<file path="src/rtl/uart_rx_fifo_if.sv">
// rtl/uart_rx_fifo_if.sv - byte/status handshake between the UART receiver and its consumer
interface uart_rx_fifo_if;
    logic [7:0] data;
    logic       valid;
    logic       pop;
    logic       overrun;
    logic       frame_err;
    logic       clr_err;

    modport master (
        output data,
        output valid,
        output overrun,
        output frame_err,
        input  pop,
        input  clr_err
    );

    modport slave (
        input  data,
        input  valid,
        input  overrun,
        input  frame_err,
        output pop,
        output clr_err
    );
endinterface

</file>
<file path="src/rtl/uart_rx_fifo.sv">
// rtl/uart_rx_fifo.sv - 8N1 receiver with 16x oversampling feeding a show-ahead byte FIFO
module uart_rx_fifo #(
    parameter int DIV        = 14,
    parameter int DEPTH_LOG2 = 2
) (
    input  logic            clk,
    input  logic            rst,
    input  logic            rxd,
    uart_rx_fifo_if.master  bus
);
    localparam int DEPTH = 1 << DEPTH_LOG2;
    localparam int TW    = (DIV > 2) ? $clog2(DIV) : 1;
    localparam int CW    = DEPTH_LOG2 + 1;

    typedef enum logic [1:0] {
        IDLE  = 2'd0,
        START = 2'd1,
        DATA  = 2'd2,
        STOP  = 2'd3
    } state_t;

    logic                  rxd_meta_q;
    logic                  rxs_q;
    state_t                state_q, state_d;
    logic [TW-1:0]         tick_cnt_q, tick_cnt_d;
    logic [3:0]            sample_q, sample_d;
    logic [2:0]            bit_q, bit_d;
    logic [7:0]            shift_q, shift_d;
    logic [7:0]            mem_q [DEPTH];
    logic [DEPTH_LOG2-1:0] head_q, head_d;
    logic [DEPTH_LOG2-1:0] tail_q, tail_d;
    logic [CW-1:0]         count_q, count_d;
    logic                  overrun_q, overrun_d;
    logic                  frame_err_q, frame_err_d;

    logic tick;
    logic push;
    logic fe_set;
    logic valid;
    logic full;
    logic pop_acc;
    logic push_acc;
    logic ovr_set;

    assign tick = (tick_cnt_q == TW'(DIV - 1));

    // Receiver FSM: mid-bit sampling on the 8th tick of start, then every 16th tick.
    always_comb begin
        state_d    = state_q;
        tick_cnt_d = tick ? '0 : tick_cnt_q + TW'(1);
        sample_d   = tick ? sample_q + 4'd1 : sample_q;
        bit_d      = bit_q;
        shift_d    = shift_q;
        push       = 1'b0;
        fe_set     = 1'b0;
        case (state_q)
            IDLE: begin
                if (!rxs_q) begin
                    state_d    = START;
                    tick_cnt_d = '0;
                    sample_d   = 4'd0;
                end
            end
            START: begin
                if (tick && sample_q == 4'd7) begin
                    if (rxs_q) begin
                        state_d = IDLE;
                    end else begin
                        state_d  = DATA;
                        sample_d = 4'd0;
                        bit_d    = 3'd0;
                    end
                end
            end
            DATA: begin
                if (tick && sample_q == 4'd15) begin
                    shift_d = {rxs_q, shift_q[7:1]};
                    bit_d   = bit_q + 3'd1;
                    if (bit_q == 3'd7) begin
                        state_d = STOP;
                    end
                end
            end
            STOP: begin
                if (tick && sample_q == 4'd15) begin
                    push    = rxs_q;
                    fe_set  = ~rxs_q;
                    state_d = IDLE;
                end
            end
            default: state_d = IDLE;
        endcase
    end

    // A pop is only honoured when a byte is present, which lets a full FIFO absorb a push.
    always_comb begin
        valid       = (count_q != '0);
        full        = (count_q == CW'(DEPTH));
        pop_acc     = bus.pop & valid;
        push_acc    = push & (~full | pop_acc);
        ovr_set     = push & full & ~pop_acc;
        head_d      = head_q + DEPTH_LOG2'(pop_acc);
        tail_d      = tail_q + DEPTH_LOG2'(push_acc);
        count_d     = count_q + CW'(push_acc) - CW'(pop_acc);
        overrun_d   = ovr_set | (overrun_q & ~bus.clr_err);
        frame_err_d = fe_set | (frame_err_q & ~bus.clr_err);
    end

    always_ff @(posedge clk) begin
        if (rst) begin
            rxd_meta_q  <= 1'b1;
            rxs_q       <= 1'b1;
            state_q     <= IDLE;
            tick_cnt_q  <= '0;
            sample_q    <= 4'd0;
            bit_q       <= 3'd0;
            shift_q     <= 8'h00;
            head_q      <= '0;
            tail_q      <= '0;
            count_q     <= '0;
            overrun_q   <= 1'b0;
            frame_err_q <= 1'b0;
        end else begin
            rxd_meta_q  <= rxd;
            rxs_q       <= rxd_meta_q;
            state_q     <= state_d;
            tick_cnt_q  <= tick_cnt_d;
            sample_q    <= sample_d;
            bit_q       <= bit_d;
            shift_q     <= shift_d;
            head_q      <= head_d;
            tail_q      <= tail_d;
            count_q     <= count_d;
            overrun_q   <= overrun_d;
            frame_err_q <= frame_err_d;
        end
    end

    always_ff @(posedge clk) begin
        if (push_acc) begin
            mem_q[tail_q] <= shift_q;
        end
    end

    assign bus.valid     = valid;
    assign bus.data      = valid ? mem_q[head_q] : 8'h00;
    assign bus.overrun   = overrun_q;
    assign bus.frame_err = frame_err_q;
endmodule
</file>
<file path="src/flat_wrapper.sv">
// flat-port wrapper written by rule: the top's interface ports become plain ports
module uart_rx_fifo_flat 
#(
    parameter int DIV        = 14,
    parameter int DEPTH_LOG2 = 2
)
  (clk, rst, rxd, bus_data, bus_valid, bus_overrun, bus_frame_err, bus_pop, bus_clr_err);
  uart_rx_fifo_if bus_i ();
  input  logic clk;
  input  logic rst;
  input  logic rxd;
  output wire logic [$bits(bus_i.data)-1:0] bus_data;
  output wire logic [$bits(bus_i.valid)-1:0] bus_valid;
  output wire logic [$bits(bus_i.overrun)-1:0] bus_overrun;
  output wire logic [$bits(bus_i.frame_err)-1:0] bus_frame_err;
  input wire logic [$bits(bus_i.pop)-1:0] bus_pop;
  input wire logic [$bits(bus_i.clr_err)-1:0] bus_clr_err;
  assign bus_data = bus_i.data;
  assign bus_valid = bus_i.valid;
  assign bus_overrun = bus_i.overrun;
  assign bus_frame_err = bus_i.frame_err;
  assign bus_i.pop = bus_pop;
  assign bus_i.clr_err = bus_clr_err;
  uart_rx_fifo #(.DIV(DIV), .DEPTH_LOG2(DEPTH_LOG2)) u_core (.clk(clk), .rst(rst), .rxd(rxd), .bus(bus_i));
endmodule
</file>
<file path="config.mk">
export PLATFORM = sky130hd
export DESIGN_NAME = uart_rx_fifo_flat
export DESIGN_NICKNAME = d
export VERILOG_FILES = /design/src/rtl/uart_rx_fifo_if.sv /design/src/rtl/uart_rx_fifo.sv /design/src/flat_wrapper.sv
export SDC_FILE = /design/constraint.sdc
export NUM_CORES = 1
export LEC_CHECK = 0
export BUFFER_PORTS_ARGS = -buffer_cell sky130_fd_sc_hd__buf_4
export CAP_MARGIN = 40
export CORE_ASPECT_RATIO = 1.5
export CORE_MARGIN = 8
export CORE_UTILIZATION = 29
export DETAILED_ROUTE_END_ITERATION = 12
export HOLD_SLACK_MARGIN = 0.03
export PLACE_DENSITY = 0.42
export SKIP_CTS_REPAIR_TIMING = 1
export SKIP_LAST_GASP = 1
export SLEW_MARGIN = 40
export SYNTH_ARGS = -nofsm -noshare
export SYNTH_HDL_FRONTEND = slang
export SYNTH_SLANG_ARGS = --single-unit
</file>
<file path="constraint.sdc">
create_clock -name clk -period 3.6 [get_ports clk]
set_clock_uncertainty 0.15 [all_clocks]
set_input_delay 0.54 -clock clk [delete_from_list [all_inputs] [get_ports clk]]
set_output_delay 0.54 -clock clk [all_outputs]
set_load 0.05 [all_outputs]
</file>
==> results_dict.tcl <==
set metrics [dict create \
    status "complete, no violations" \
    drc_errors 0 \
    slew_viol_final 0 \
    holdCritStartpoint "rxd" \
    p_sw_share_pct 34.9 \
    fmaxAchievable_ghz 0.381 \
    pwr-share-clk_pct 32.9 \
    cp_cell_sequence "mux4_2 > nor2b_1 > buf_4" \
    cts_tree "done" \
    tightest_slew_ns 0.618 \
    synth_seq_area_share_pct 57.7 \
    r2r_slack_ns 1.18 \
    synth-simple-area-share_pct 17.2 \
    start_util_pct 29.8 \
    synth_cells 210 \
    ys.flop_type "edfxtp_1" \
    synth_edf_count 32 \
    dieArea_um2 13000 \
    cp.required_ns 2.91 \
    via_count 1627 \
    ys_ff_latch 64 \
    clock_sinks 64 \
    diodes 0 \
    muxShareOfSynthArea_pct 10.5 \
    cp_max_fo 9 \
    p_leak_uw 0.00117 \
    wirelength_um 5100 \
    yosys.area_share.adder_pct 3.88 \
    ios 16 \
    first_pass_iters 4 \
    syn_area_per_cell_um2 13.2 \
    pwr-share-seq_pct 36.5 \
    die_h_um 136 \
    synth_compound_area_share_pct 5.18 \
    synthXorXnorAreaFrac_pct 2.21 \
    crit_type "reg2out" \
    wl_per_cell_um 14.7 \
    placedInstanceArea_um2 3010 \
    holdPathEnd "u_core.rxd_meta_q$_SDFF_PP1_" \
    clock_path_buffers 2 \
    grt_max_degree 31 \
    via_per_inst 4.70 \
    ir_worst_vdd_uv 433 \
    hp-class "in2reg" \
    grt_pass1_wl_um 8600 \
    multiInputGateArea_um2 1080 \
    setup_viol_count_final 0 \
    antenna_found_initial 0 \
    slew_headroom_pct 58.8 \
    track_usage_pct 8.92 \
    reg2regPathDepth 10 \
    core_um2 9310 \
    synth_top_family_by_area "simple AND/OR/NAND/NOR gates" \
    rsz0062_at_grt "false" \
    seq_area_um2 1600 \
    fillCellCount 932 \
    crit_path_end_kind "output port" \
    cts-htree-levels 3 \
    area_delta_synth_final_pct 17.9 \
    pwr-share-comb_pct 30.6 \
    hold_depth 2 \
    crit_path_top_delay_cell "dfxtp_1" \
    r2r-start "u_core.count_q[1]$_SDFF_PP0_" \
    port_buffers 15 \
    grt-ovfl-total 0 \
    yosys.area.top_type_share_pct 34.6 \
    finalCritPeriodShare_pct 72.9 \
    finalSetupTns_ns 0 \
    finalHoldViolCount 0 \
    clk-insertion-delay-late_ns 0.32 \
    drive_gt1_share_pct 21.4 \
    drtAntennaViolNets 0 \
    power.internal_uw 1500 \
    cts_buffers 9 \
    synth_area_leaders "edfxtp_1 35%, dfxtp_1 23%, mux4_2 6.5%" \
    row_count 43 \
    die_w_um 95.9 \
    routabilityCongestion 0.674 \
    synthArstFlopShare_pct 0 \
    p_per_area_nw_per_um2 706 \
    yosys.area.top_type "edfxtp_1" \
    grt_pass1_vias 1722 \
    yosysWarnings 0 \
    clk_pin_slew_ns 0.05 \
    syn_nets 223 \
    hpwl_um 3520 \
    clockRootBuffer "clkbuf_16" \
    critical_path.max_stage_delay_ns 0.71 \
    setup_ws_ns 0.975 \
    pre_cts_slack_ns 1.00 \
    postLayoutCellArea_um2 3270 \
    drt_iter0_drc 58 \
    layout.nets 242 \
    synth_cell_type_count 45 \
    synth_area_um2 2780 \
    maxCapViolCount 0 \
    cp-start-kind "register" \
    p_switching_uw 807 \
    r2r_end "u_core.count_q[2]$_SDFF_PP0_" \
    cp.arrival_ns 1.94 \
    period_needed_ns 2.63 \
]
-- placed cells by master, fill, tap and decap left out, types with 3 or more instances in the layout --
master / Yosys / layout
nand4_1: 3 / 3
nor2b_1: 14 / 14
edfxtp_1: 32 / 32
nor2_1: 8 / 8
ha_1: 7 / 7
nand2_1: 7 / 7
xnor2_1: 6 / 6
dfxtp_1: 32 / 32
a211oi_1: 3 / 3
nor3_1: 4 / 4
clkinv_2: 0 / 4
nand3b_1: 3 / 3
mux2i_1: 11 / 11
a21oi_1: 4 / 4
nand2b_1: 13 / 13
mux4_2: 8 / 8
inv_1: 8 / 8
buf_4: 0 / 21
clkbuf_16: 0 / 9
or2_1: 3 / 3
-- worst max path at each step --
| stage | startpoint | to | slack (ns) | cells after the start |
|---|---|---|---|---|
| floorplan | u_core.count_q[1]$_SDFF_PP0_ | u_core.count_q[2]$_SDFF_PP0_ | 0.96 | 9 |
| global placement | bus_pop | u_core.count_q[2]$_SDFF_PP0_ | 1.04 | 8 |
| detailed placement | bus_pop | u_core.count_q[2]$_SDFF_PP0_ | 1.00 | 8 |
| CTS | u_core.head_q[0]$_SDFF_PP0_ | bus_data[6] | 0.89 | 3 |
| global route | u_core.head_q[0]$_SDFF_PP0_ | bus_data[7] | 0.83 | 3 |
| finish | u_core.head_q[0]$_SDFF_PP0_ | bus_data[6] | 0.97 | 3 |
-- flip-flops by register name, summed over array words and instances (netlist names), named ones only --
name and flops:
u_core.bit_q 3, u_core.bus.frame_err 1, u_core.bus.overrun 1, u_core.count_q 3
u_core.head_q 2, u_core.mem_q 32, u_core.rxd_meta_q 1, u_core.rxs_q 1
u_core.sample_q 4, u_core.shift_q 8, u_core.state_q 1, u_core.tail_q 2
u_core.tick_cnt_q 4
-- per-stage QoR --
stage	hold slack (ns)	utilization [%]	cells	total power [µW]
floorplan	0.236	-	210	1370
global placement	0.238	32.3	330	1580
detailed placement	0.246	32.3	330	1590
CTS	0.234	35.2	346	2360
global route	0.252	35.2	346	2430
finish	0.244	35.2	346	2310
-- cells by family (layout without fill, tap and decap cells) --
| group | Yosys count | in the layout |
|---|---|---|
| and+or+nand+nor | 73 | 73 |
| muxes | 19 | 19 |
| adders and majority gates | 8 | 8 |
| xor gates and xnor gates | 7 | 7 |
| buffers and inverters | 21 | 45 |
| DFF | 64 | 64 |
| AOI/OAI and AO/OA | 18 | 18 |
-- final cells by class --
type,count,share of cell area (%)
Clock buffer,10,6.99
Clock inverter,6,1.11
Inverter,8,0.917
Multi-Input combinational cell,125,33.0
Sequential cell,64,48.9
Tap cell,112,4.28
Timing Repair Buffer,21,4.81
-- synthesized netlist by cell type (all sizes together), types with 5 or more instances --
master  number
buf          8
clkbuf       5
dfxtp       32
edfxtp      32
ha           7
inv          8
mux2i       11
mux4         8
nand2        7
nand2b      13
nor2         8
nor2b       14
nor3         5
xnor2        6
-- worst max-delay path, delay by kind of cell, from the launching register on --
family | cells | cell delay [ns]
simple gates | 1 | 0.14
mux | 1 | 0.57
buf+inv | 1 | 0.18
flops | 1 | 0.71
-- metal layers --
| metal | vias up | GRT usage, % | routed length [µm] |
|---|---|---|---|
| met3 | 9 | 3.31 | 216 |
| met1 | 790 | 8.69 | 2060 |
| met2 | 17 | 15.7 | 2710 |
| met4 | 0 | 4.89 | 114 |
| li1 | 811 | - | - |
| met5 | - | 0 | 0 |
-- power groups by stage --
stage / logic [µW] / clock network [µW] / registers [µW]
floorplan: 558 / 0 / 816
global placement: 719 / 0 / 865
detailed placement: 724 / 0 / 862
CTS: 724 / 788 / 847
global route: 760 / 817 / 853
finish: 707 / 761 / 843
No activity file was read; power rests on OpenSTA's default activity.
